==> src/rtl/vec_pkg.sv <==
// Shared types for the vector accelerator host driver: opcodes and FSM states.
package vec_pkg;

  localparam int unsigned op_width = 3;

  typedef enum logic [op_width-1:0] {
    OP_LOAD  = 3'd0,
    OP_STORE = 3'd1,
    OP_ADD   = 3'd2,
    OP_SUB   = 3'd3,
    OP_MUL   = 3'd4,
    OP_SMUL  = 3'd5
  } op_e;

  typedef enum logic [1:0] {
    IDLE       = 2'd0,
    ISSUE      = 2'd1,
    WAIT_DONE  = 2'd2,
    WAIT_STORE = 2'd3
  } state_e;

endpackage

==> src/rtl/vec_host_driver_if.sv <==
// Accelerator-facing command/readback bus; master is the host driver, slave the accelerator.
interface vec_host_driver_if
  import vec_pkg::*;
#(
  parameter int unsigned els_p  = 32,
  parameter int unsigned vlen_p = 8,
  parameter int unsigned vdw_p  = 8
) ();

  localparam int unsigned aw_lp = $clog2(els_p);
  localparam int unsigned dw_lp = vlen_p * vdw_p;

  logic [aw_lp-1:0] addrA;
  logic [aw_lp-1:0] addrB;
  logic [aw_lp-1:0] addrC;
  logic [vdw_p-1:0] scalar;
  logic [dw_lp-1:0] w_data;
  op_e              op;
  logic             v;
  logic             ready;
  logic             done;
  logic [dw_lp-1:0] r_data;
  logic             r_v;
  logic             yumi;

  modport master (
    output addrA, addrB, addrC, scalar, w_data, op, v, yumi,
    input  ready, done, r_data, r_v
  );

  modport slave (
    input  addrA, addrB, addrC, scalar, w_data, op, v, yumi,
    output ready, done, r_data, r_v
  );

endinterface

==> src/rtl/bsg_two_fifo.sv <==
// Two-entry FIFO with registered full/empty flags; used to buffer store read data.
module bsg_two_fifo #(
  parameter int unsigned width_p = 64
) (
  input  logic               clk_i,
  input  logic               reset_i,
  input  logic [width_p-1:0] data_i,
  input  logic               v_i,
  output logic               ready_o,
  output logic [width_p-1:0] data_o,
  output logic               v_o,
  input  logic               yumi_i
);

  logic [width_p-1:0] r_mem [2];
  logic               r_wptr;
  logic               r_rptr;
  logic               r_full;
  logic               r_empty;
  logic               w_push;
  logic               w_pop;

  assign w_push  = v_i & ~r_full;
  assign w_pop   = yumi_i & ~r_empty;
  assign ready_o = ~r_full;
  assign v_o     = ~r_empty;
  assign data_o  = r_mem[r_rptr];

  // Storage: no reset needed, validity is tracked by the flags below.
  always_ff @(posedge clk_i) begin
    if (w_push) begin
      r_mem[r_wptr] <= data_i;
    end
  end

  // Pointers and occupancy flags; reset discards anything buffered.
  always_ff @(posedge clk_i or posedge reset_i) begin
    if (reset_i) begin
      r_wptr  <= 1'b0;
      r_rptr  <= 1'b0;
      r_full  <= 1'b0;
      r_empty <= 1'b1;
    end else begin
      if (w_push) begin
        r_wptr <= ~r_wptr;
      end
      if (w_pop) begin
        r_rptr <= ~r_rptr;
      end
      if (w_push && !w_pop) begin
        r_empty <= 1'b0;
        r_full  <= ~r_empty;
      end else if (w_pop && !w_push) begin
        r_full  <= 1'b0;
        r_empty <= ~r_full;
      end
    end
  end

endmodule

==> src/rtl/vec_host_driver.sv <==
// Host-side initiator: issues one command at a time to the vector accelerator,
// tracks completion, buffers store read data and reports timeouts.
module vec_host_driver
  import vec_pkg::*;
#(
  parameter int unsigned els_p       = 32,
  parameter int unsigned vlen_p      = 8,
  parameter int unsigned vdw_p       = 8,
  parameter int unsigned timeout_p   = 1024,
  parameter int unsigned cnt_width_p = 16,
  localparam int unsigned aw_lp      = $clog2(els_p),
  localparam int unsigned dw_lp      = vlen_p * vdw_p
) (
  input  logic                   clk_i,
  input  logic                   reset_i,
  input  logic                   cmd_v_i,
  input  op_e                    cmd_op_i,
  input  logic [aw_lp-1:0]       cmd_addrA_i,
  input  logic [aw_lp-1:0]       cmd_addrB_i,
  input  logic [aw_lp-1:0]       cmd_addrC_i,
  input  logic [vdw_p-1:0]       cmd_scalar_i,
  input  logic [dw_lp-1:0]       cmd_w_data_i,
  output logic                   cmd_ready_o,
  vec_host_driver_if.master      acc,
  output logic [dw_lp-1:0]       resp_data_o,
  output logic                   resp_v_o,
  input  logic                   resp_yumi_i,
  output logic [cnt_width_p-1:0] issued_o,
  output logic [cnt_width_p-1:0] completed_o,
  output logic                   error_o
);

  localparam int unsigned tmo_w_lp = (timeout_p > 1) ? $clog2(timeout_p) : 1;

  state_e                 r_state;
  logic [aw_lp-1:0]       r_addrA;
  logic [aw_lp-1:0]       r_addrB;
  logic [aw_lp-1:0]       r_addrC;
  logic [vdw_p-1:0]       r_scalar;
  logic [dw_lp-1:0]       r_w_data;
  op_e                    r_op;
  logic                   r_acc_v;
  logic                   r_got_data;
  logic                   r_got_done;
  logic [tmo_w_lp-1:0]    r_tmo;
  logic [cnt_width_p-1:0] r_issued;
  logic [cnt_width_p-1:0] r_completed;
  logic                   r_error;

  logic w_fifo_ready;
  logic w_yumi;
  logic w_data_ok;
  logic w_done_ok;
  logic w_tmo_inc;
  logic w_tmo_hit;

  // Read data is taken only while waiting for a store, once, and only if it can be buffered.
  assign w_yumi    = (r_state == WAIT_STORE) & acc.r_v & w_fifo_ready & ~r_got_data;
  assign w_data_ok = r_got_data | w_yumi;
  assign w_done_ok = r_got_done | acc.done;
  // A full response buffer is upstream backpressure, not an accelerator stall.
  assign w_tmo_inc = (r_state != IDLE) & ~((r_state == WAIT_STORE) & ~w_fifo_ready);
  assign w_tmo_hit = w_tmo_inc & (r_tmo == tmo_w_lp'(timeout_p - 1));

  assign cmd_ready_o = (r_state == IDLE);
  assign acc.addrA   = r_addrA;
  assign acc.addrB   = r_addrB;
  assign acc.addrC   = r_addrC;
  assign acc.scalar  = r_scalar;
  assign acc.w_data  = r_w_data;
  assign acc.op      = r_op;
  assign acc.v       = r_acc_v;
  assign acc.yumi    = w_yumi;
  assign issued_o    = r_issued;
  assign completed_o = r_completed;
  assign error_o     = r_error;

  // Command FSM: accept, issue, then wait for done (and store data) or time out.
  always_ff @(posedge clk_i or posedge reset_i) begin
    if (reset_i) begin
      r_state     <= IDLE;
      r_addrA     <= '0;
      r_addrB     <= '0;
      r_addrC     <= '0;
      r_scalar    <= '0;
      r_w_data    <= '0;
      r_op        <= OP_LOAD;
      r_acc_v     <= 1'b0;
      r_got_data  <= 1'b0;
      r_got_done  <= 1'b0;
      r_tmo       <= '0;
      r_issued    <= '0;
      r_completed <= '0;
      r_error     <= 1'b0;
    end else begin
      case (r_state)
        IDLE: begin
          if (cmd_v_i) begin
            r_addrA  <= cmd_addrA_i;
            r_addrB  <= cmd_addrB_i;
            r_addrC  <= cmd_addrC_i;
            r_scalar <= cmd_scalar_i;
            r_w_data <= cmd_w_data_i;
            r_op     <= cmd_op_i;
            r_acc_v  <= 1'b1;
            r_tmo    <= '0;
            r_state  <= ISSUE;
          end
        end
        ISSUE: begin
          if (acc.ready) begin
            r_acc_v    <= 1'b0;
            r_issued   <= r_issued + cnt_width_p'(1);
            r_tmo      <= '0;
            r_got_data <= 1'b0;
            r_got_done <= 1'b0;
            r_state    <= (r_op == OP_STORE) ? WAIT_STORE : WAIT_DONE;
          end else if (w_tmo_hit) begin
            r_acc_v <= 1'b0;
            r_error <= 1'b1;
            r_state <= IDLE;
          end else begin
            r_tmo <= r_tmo + tmo_w_lp'(1);
          end
        end
        WAIT_DONE: begin
          if (acc.done) begin
            r_completed <= r_completed + cnt_width_p'(1);
            r_state     <= IDLE;
          end else if (w_tmo_hit) begin
            r_error <= 1'b1;
            r_state <= IDLE;
          end else begin
            r_tmo <= r_tmo + tmo_w_lp'(1);
          end
        end
        WAIT_STORE: begin
          if (w_data_ok && w_done_ok) begin
            r_completed <= r_completed + cnt_width_p'(1);
            r_state     <= IDLE;
          end else begin
            if (w_yumi) begin
              r_got_data <= 1'b1;
            end
            if (acc.done) begin
              r_got_done <= 1'b1;
            end
            if (w_tmo_hit) begin
              r_error <= 1'b1;
              r_state <= IDLE;
            end else if (w_tmo_inc) begin
              r_tmo <= r_tmo + tmo_w_lp'(1);
            end
          end
        end
        default: r_state <= IDLE;
      endcase
    end
  end

  bsg_two_fifo #(
    .width_p (dw_lp)
  ) u_resp_fifo (
    .clk_i   (clk_i),
    .reset_i (reset_i),
    .data_i  (acc.r_data),
    .v_i     (w_yumi),
    .ready_o (w_fifo_ready),
    .data_o  (resp_data_o),
    .v_o     (resp_v_o),
    .yumi_i  (resp_yumi_i)
  );

endmodule
==> src/flat_wrapper.sv <==
// flat-port wrapper written by rule: the top's interface ports become plain ports
module vec_host_driver_flat import vec_pkg::*;
#(
  parameter int unsigned els_p       = 32,
  parameter int unsigned vlen_p      = 8,
  parameter int unsigned vdw_p       = 8,
  parameter int unsigned timeout_p   = 1024,
  parameter int unsigned cnt_width_p = 16,
  localparam int unsigned aw_lp      = $clog2(els_p),
  localparam int unsigned dw_lp      = vlen_p * vdw_p
)
  (clk_i, reset_i, cmd_v_i, cmd_op_i, cmd_addrA_i, cmd_addrB_i, cmd_addrC_i, cmd_scalar_i, cmd_w_data_i, cmd_ready_o, resp_data_o, resp_v_o, resp_yumi_i, issued_o, completed_o, error_o, acc_addrA, acc_addrB, acc_addrC, acc_scalar, acc_w_data, acc_op, acc_v, acc_yumi, acc_ready, acc_done, acc_r_data, acc_r_v);
  vec_host_driver_if #(.els_p(els_p), .vlen_p(vlen_p), .vdw_p(vdw_p)) acc_i ();
  input  logic clk_i;
  input  logic reset_i;
  input  logic cmd_v_i;
  input  op_e cmd_op_i;
  input  logic [aw_lp-1:0] cmd_addrA_i;
  input  logic [aw_lp-1:0] cmd_addrB_i;
  input  logic [aw_lp-1:0] cmd_addrC_i;
  input  logic [vdw_p-1:0] cmd_scalar_i;
  input  logic [dw_lp-1:0] cmd_w_data_i;
  output logic cmd_ready_o;
  output logic [dw_lp-1:0] resp_data_o;
  output logic resp_v_o;
  input  logic resp_yumi_i;
  output logic [cnt_width_p-1:0] issued_o;
  output logic [cnt_width_p-1:0] completed_o;
  output logic error_o;
  output wire logic [$bits(acc_i.addrA)-1:0] acc_addrA;
  output wire logic [$bits(acc_i.addrB)-1:0] acc_addrB;
  output wire logic [$bits(acc_i.addrC)-1:0] acc_addrC;
  output wire logic [$bits(acc_i.scalar)-1:0] acc_scalar;
  output wire logic [$bits(acc_i.w_data)-1:0] acc_w_data;
  output wire logic [$bits(acc_i.op)-1:0] acc_op;
  output wire logic [$bits(acc_i.v)-1:0] acc_v;
  output wire logic [$bits(acc_i.yumi)-1:0] acc_yumi;
  input wire logic [$bits(acc_i.ready)-1:0] acc_ready;
  input wire logic [$bits(acc_i.done)-1:0] acc_done;
  input wire logic [$bits(acc_i.r_data)-1:0] acc_r_data;
  input wire logic [$bits(acc_i.r_v)-1:0] acc_r_v;
  assign acc_addrA = acc_i.addrA;
  assign acc_addrB = acc_i.addrB;
  assign acc_addrC = acc_i.addrC;
  assign acc_scalar = acc_i.scalar;
  assign acc_w_data = acc_i.w_data;
  assign acc_op = acc_i.op;
  assign acc_v = acc_i.v;
  assign acc_yumi = acc_i.yumi;
  assign acc_i.ready = acc_ready;
  assign acc_i.done = acc_done;
  assign acc_i.r_data = acc_r_data;
  assign acc_i.r_v = acc_r_v;
  vec_host_driver #(.els_p(els_p), .vlen_p(vlen_p), .vdw_p(vdw_p), .timeout_p(timeout_p), .cnt_width_p(cnt_width_p)) u_core (.clk_i(clk_i), .reset_i(reset_i), .cmd_v_i(cmd_v_i), .cmd_op_i(cmd_op_i), .cmd_addrA_i(cmd_addrA_i), .cmd_addrB_i(cmd_addrB_i), .cmd_addrC_i(cmd_addrC_i), .cmd_scalar_i(cmd_scalar_i), .cmd_w_data_i(cmd_w_data_i), .cmd_ready_o(cmd_ready_o), .acc(acc_i), .resp_data_o(resp_data_o), .resp_v_o(resp_v_o), .resp_yumi_i(resp_yumi_i), .issued_o(issued_o), .completed_o(completed_o), .error_o(error_o));
endmodule
==> config.mk <==
export PLATFORM = sky130hd
export DESIGN_NAME = vec_host_driver_flat
export DESIGN_NICKNAME = d
export VERILOG_FILES = /design/src/rtl/vec_pkg.sv /design/src/rtl/vec_host_driver_if.sv /design/src/rtl/bsg_two_fifo.sv /design/src/rtl/vec_host_driver.sv /design/src/flat_wrapper.sv
export SDC_FILE = /design/constraint.sdc
export NUM_CORES = 1
export LEC_CHECK = 0
export ABC_AREA = 1
export ABC_CLOCK_PERIOD_IN_PS = 4290
export BUFFER_PORTS_ARGS = -buffer_cell sky130_fd_sc_hd__buf_2
export CORE_MARGIN = 2
export CORE_UTILIZATION = 48
export CTS_BUF_LIST = sky130_fd_sc_hd__clkbuf_4 sky130_fd_sc_hd__clkbuf_8
export DETAILED_ROUTE_END_ITERATION = 8
export PLACE_DENSITY = 0.81
export SLEW_MARGIN = 40
export SYNTH_ARGS = -nofsm -noshare
export SYNTH_HDL_FRONTEND = slang
export SYNTH_HIERARCHICAL = 1
export SYNTH_SLANG_ARGS = --single-unit
==> constraint.sdc <==
create_clock -name clk_i -period 4.29 [get_ports clk_i]
set_input_delay 0.2145 -clock clk_i [delete_from_list [all_inputs] [get_ports clk_i]]
set_output_delay 0.2145 -clock clk_i [all_outputs]
set_load 0.01 [all_outputs]
==> reports/results.ini, run 1 <==
[worst_setup_path]
crit_type = reg2out
cp-startpoint = u_core/u_resp_fifo/r_rptr
path_common_cell = nand2_1
r2r-end = u_core/u_resp_fifo/r_mem[0][37]
rrSetupSlack_ns = 1.68
critPathTopFamily = buffers and inverters
path_cells = buf_4, inv_4, nand2_1, nand2_1, buf_2
r2r-start = u_core/r_state[1]
worstPathArrival_ns = 2.42
start_kind = register
slowest_delay_ns = 0.56
cp_num_buf_inv = 3
reg2reg_depth = 5
required_ns = 4.08
crit_slowest_cell = buf_4
cp-end-kind = primary output
critPathMaxFanout = 66

[clock_tree]
cts.clk_slew.worst_paths_ns = 0.07
cts_buffer_depth = 3
cts_sinks = 270
cts_tree = yes
cts_root_buffer = clkbuf_8
htreeDepth = 2
cts_hold_buf = 157
cts_setup_buffers = 0
clock_latency_ns = 0.55
ctsResizeCount = 0
cts_inserted_buffers = 43

[finish]
multi_input_area_um2 = 3300
nNetsFinal = 1609
area_delta_synth_final_pct = 40.0
fillCellCount = 1538
seqCellArea_um2 = 7400
drive_gt1_share_pct = 37.7

[synthesis]
ys_seq_area_share_pct = 66.9
yosys.cell_count.top_type = nand2_1
ys_types = 33
yosysTopAreaCellShare_pct = 34.7
synth_commonest_cells = 310 x nand2_1, 141 x dfrtp_1, 128 x edfxtp_1
yosysWarnings = 6
synth-edff-count = 128
synth_fp_nets = 1078
synthFlopType = dfrtp_1
syn_area_um2 = 11100
ys_ff_latch = 270
async_flop_share_pct = 52.6
netlist_instances = 913
synth_area_leader_cell = edfxtp_1
syn_avg_cell_area_um2 = 12.1
synthTopCellsByArea = edfxtp_1 35%, dfrtp_1 32%, nand2_1 11%

[place]
globalplace.congestion = 0.884
hpwl_um = 18900
portBuffers = 351

[floorplan]
coreArea_um2 = 22600
die-area_um2 = 24300
die_h_um = 156
die_x_um = 156
start_util_pct = 48.9
io_pins = 352
fp-row-count = 55

[global_routing]
grt_first_pass_wirelength_um = 48400
grt_max_degree = 110
grt_overflow_total = 0
grt_pass1_vias = 9335
antenna_found_initial = 10
grt_usage_pct = 25.7

[sta]
fin_crit_sh_pct = 61.4
min_period_ns = 2.63
relSlewSlack_pct = 50.3
worst_slew_pin_slew_ns = 0.745
fin_skew_ns = 0.0168
final_max_slew_viol_count = 0
setup_tns_ns = 0
timing.final.hold_violations = 0
rsz0062_at_grt = false
clock.fmax_ghz = 0.380
finalSetupViolations = 0

[routing]
drt_wl_total_um = 32000
vias = 8858
vias_per_cell = 5.01
remaining_drc_errors = 0
first_pass_iters = 5
wl_per_cell_um = 18.1
antenna_left = 0
initialDrtViolationCount = 724

[job]
cap_violations = 0

[pwr]
leakage_nw = 7.42
power-per-cell-area_nw_per_um2 = 598
ir_drop_uv = 487
fin_total_pwr_mw = 9.26

[hold_path]
holdPathEnd = u_core/r_state[0]
hold_path_class = in2reg
hold_depth = 5
min_from = cmd_v_i

[outcome]
outcome = completed

area by class of cell:
cell class                      count  area share (%)
Sequential cell                   270            47.8
Timing Repair Buffer              512            21.7
Multi-Input combinational cell    566            21.3
Clock buffer                       62            4.94
Tap cell                          285            2.30
Inverter                           51            1.33
Clock inverter                     16           0.541
Antenna cell                        7           0.113
where the power goes:
group | switching (mW) | internal (mW) | total [mW]
clock network | 1.01 | 1.16 | 2.17
registers | 0.409 | 3.39 | 3.80
logic | 1.92 | 1.36 | 3.29
total | 3.34 | 5.92 | 9.26
sequential cells by signal, indices dropped and copies added, names as in the netlist, 2 cells and up:
signal,count
u_core/acc.addrC,5
u_core/acc.w_data,64
u_core/acc.scalar,8
u_core/issued_o,16
u_core/acc.addrA,5
u_core/acc.op,3
u_core/acc.addrB,5
u_core/u_resp_fifo/r_mem,128
u_core/completed_o,16
u_core/r_state,2
u_core/r_tmo,10
worst max-delay path by stage:
stage	end	slack [ns]	cells after the start
floorplan	u_core/acc.addrA[0]	0.38	1
global placement	u_core/u_resp_fifo/r_mem[0][49]	1.71	5
detailed placement	u_core/u_resp_fifo/r_mem[0][0]	1.67	5
CTS	u_core/u_resp_fifo/r_mem[0][62]	1.64	5
global route	resp_data_o[51]	1.51	5
finish	resp_data_o[51]	1.66	5
metal layers:
metal | routed length [um] | GRT usage (%) | vias to the layer above | part of all wire (%)
met5 | 46 | 0 | - | 0.14
met4 | 1250 | 12.1 | 6 | 3.9
met3 | 2750 | 7.75 | 88 | 8.6
met2 | 15900 | 44.8 | 440 | 50
met1 | 12000 | 29.0 | 4211 | 37
li1 | - | - | 4113 | -
stage by stage:
stage / utilization, % / instance area [um2] / instances / setup slack, ns / hold WS [ns]
after floorplan: - / 11100 / 913 / 0.379 / -0.0201
after global placement: 57.6 / 13000 / 1527 / 1.71 / 0.143
after detailed placement: 57.6 / 13000 / 1527 / 1.67 / 0.166
after CTS: 68.3 / 15500 / 1762 / 1.64 / 0.0233
after global routing: 68.4 / 15500 / 1769 / 1.51 / 0.0709
final: 68.4 / 15500 / 1769 / 1.66 / 0.0601
logic make-up after synthesis:
logic type / Yosys count / share of synthesized area [%]
multiplexers: 90 / 9.16
adder cells (fa/ha/maj): 4 / 0.452
AO/OA/AOI/OAI: 23 / 1.25
flip-flops: 270 / 66.9
XOR/XNOR: 29 / 2.30
AND/OR/NAND/NOR: 420 / 16.5
buffers and inverters: 77 / 3.52
layout by cell type (no fill, tap or decap), types with 2 or more instances in the layout:
master,netlist,routed
clkbuf_8,0,48
clkinv_1,0,8
edfxtp_1,128,128
nor2_4,6,7
nand3_1,32,32
a21oi_1,2,2
ha_1,4,4
nand2_4,4,4
mux2_2,90,90
nand4_1,7,7
a31oi_1,2,2
nor2_8,2,2
nand2_1,310,309
dfrtp_1,141,140
diode_2,0,7
nand2_2,5,5
buf_2,11,351
xnor2_1,10,10
nor2_1,33,32
nand3_2,3,3
o21ai_0,13,13
xor2_1,19,19
o21ai_1,3,3
clkbuf_4,0,14
inv_6,0,2
dlygate4sd3_1,0,157
inv_2,5,5
buf_4,7,4
inv_1,46,44
clkinv_2,0,5
nor3_1,10,10
nor2_2,5,5
worst min-delay path, delay by kind of cell:
family,cells,cell delay (ns)
buf+inv,3,0.25
simple gates,2,0.11
(Power assumes the default switching activity.)
==> run 2, diff against run 1 <==
--- a/config.mk
+++ b/config.mk
@@ -6,10 +6,10 @@
 export NUM_CORES = 1
 export LEC_CHECK = 0
 export ABC_AREA = 1
-export ABC_CLOCK_PERIOD_IN_PS = 4290
+export ABC_CLOCK_PERIOD_IN_PS = 2500
 export BUFFER_PORTS_ARGS = -buffer_cell sky130_fd_sc_hd__buf_2
 export CORE_MARGIN = 2
-export CORE_UTILIZATION = 48
+export CORE_UTILIZATION = 50
 export CTS_BUF_LIST = sky130_fd_sc_hd__clkbuf_4 sky130_fd_sc_hd__clkbuf_8
 export DETAILED_ROUTE_END_ITERATION = 8
 export PLACE_DENSITY = 0.81
==> constraint.sdc (replaced) <==
create_clock -name clk_i -period 2.5 [get_ports clk_i]
set_input_delay 0.125 -clock clk_i [delete_from_list [all_inputs] [get_ports clk_i]]
set_output_delay 0.125 -clock clk_i [all_outputs]
set_load 0.01 [all_outputs]
==> run 2 against run 1 <==
Against the previous run: clock-buffer cell count is 4 higher; die area is 3.9% lower; non-clock buffer count is 12 higher; clock power is 73% higher; critical path depth stayed put; highest routed layer is now met4.
==> reports/results.ini, run 2 (same netlist as run 1, synthesis figures left out) <==
[floorplan]
die_x_um = 153
start_util_pct = 50.9
fp-row-count = 54
die-area_um2 = 23300
die_h_um = 153
coreArea_um2 = 21800
io_pins = 352

[routing]
vias = 8793
antenna_left = 0
vias_per_cell = 4.97
wl_per_cell_um = 17.2
first_pass_iters = 6
remaining_drc_errors = 0
initialDrtViolationCount = 567
drt_wl_total_um = 30400

[sta]
relSlewSlack_pct = 65.4
fin_crit_sh_pct = 83.6
timing.final.hold_violations = 0
setup_tns_ns = 0
fin_skew_ns = 0.0204
finalSetupViolations = 0
final_max_slew_viol_count = 0
worst_slew_pin_slew_ns = 0.518
rsz0062_at_grt = false
min_period_ns = 2.09
clock.fmax_ghz = 0.478

[global_routing]
grt_overflow_total = 0
grt_max_degree = 62
grt_pass1_vias = 9219
antenna_found_initial = 2
grt_first_pass_wirelength_um = 47600
grt_usage_pct = 25.6

[clock_tree]
cts_inserted_buffers = 43
ctsResizeCount = 0
cts_tree = yes
cts_setup_buffers = 0
cts_hold_buf = 158
cts_root_buffer = clkbuf_8
htreeDepth = 2
cts_buffer_depth = 3
cts.clk_slew.worst_paths_ns = 0.06
cts_sinks = 270
clock_latency_ns = 0.53

[pwr]
power-per-cell-area_nw_per_um2 = 1020
fin_total_pwr_mw = 16.0
leakage_nw = 7.49
ir_drop_uv = 832

[place]
place_area_um2 = 13200
portBuffers = 351
hpwl_um = 19200
globalplace.congestion = 0.909
dpl.cell_count = 1533

[finish]
regMostFlops = u_core/u_resp_fifo/r_mem
mostFrequentLayoutCells = 351 x buf_2, 309 x nand2_1, 158 x dlygate4sd3_1
layout.cells.non_filler = 1768
layout_commonest_cell = buf_2
area_delta_synth_final_pct = 41.4
largest_reg_flops = 128
design_area_um2 = 15700
fillCellCount = 1430
drive_gt1_share_pct = 38.3
final_core_util_pct = 71.9
nNetsFinal = 1621

[worst_setup_path]
path_cells = nand2_4, nor3_4, nand2_1, nor2_4, buf_4
slowest_delay_ns = 0.51
worstPathArrival_ns = 2.30
start_kind = register
cp-end-kind = register
critPathMaxFanout = 13
crit_type = reg2reg
crit_slowest_cell = dfrtp_1
required_ns = 2.71

[outcome]
outcome = completed

[hold_path]
hold_path_class = in2reg

[job]
cap_violations = 0

==> run 2: cell types whose count changed in the layout (fill, tap and decap cells not counted), moves of 2 or more <==
cell,delta
clkinv_2,-3
buf_12,+6
diode_2,-4
clkinvlp_4,+3
buf_4,+5
clkbuf_4,+3
clkinv_1,-4
inv_6,-2
==> run 2: worst max-delay path, delay by kind of cell (launching register included) <==
kind	cells	cell delay, ns
flops	1	0.51
buf+inv	1	0.27
simple gates	4	1.00
==> run 2: cell type report <==
class | instances | area [um2] | area share (%)
diodes | 3 | 7.51 | 0.0480
clock buffers | 66 | 802 | 5.12
clock inverters | 8 | 62.6 | 0.400
inverters | 51 | 199 | 1.27
multi-input cells | 566 | 3310 | 21.1
flip-flops and latches | 270 | 7400 | 47.3
well taps | 280 | 350 | 2.24
repair buffers | 524 | 3530 | 22.5
==> run 2: metrics by stage <==
step	hold WS, ns	setup WS [ns]
floorplan	-0.110	0.0395
global placement	0.106	0.484
detailed placement	0.0984	0.422
CTS	0.0597	0.390
global route	0.0756	0.297
finish	0.0947	0.410
==> run 2: final timing paths <==
check | from | to | slack (ns) | cells past startpoint
setup / recovery | u_core/r_state[1] | u_core/u_resp_fifo/r_mem[1][48] | 0.41 | 5
min in group asynchronous | reset_i | u_core/u_resp_fifo/r_full | 0.14 | 3
setup reg to reg | u_core/r_state[1] | u_core/u_resp_fifo/r_mem[1][48] | 0.41 | 5
hold / removal | acc_ready | u_core/r_tmo[7] | 0.09 | 6
max in group asynchronous | reset_i | u_core/completed_o[0] | 1.37 | 4
hold reg to reg | u_core/error_o | u_core/error_o | 0.47 | 1
==> run 2: where the power goes <==
part / total, mW / switching, mW / internal (mW)
combinational: 5.74 / 3.31 / 2.44
clock: 3.76 / 1.63 / 2.13
sequential: 6.53 / 0.704 / 5.82
==> run 2: per-layer routing <==
layer	track usage, %	vias to the layer above	routed length (um)
li1	-	4132	-
met1	30.1	4168	11500
met2	44.8	411	15200
met3	6.37	82	2460
met4	10.9	0	1200
met5	0	-	0
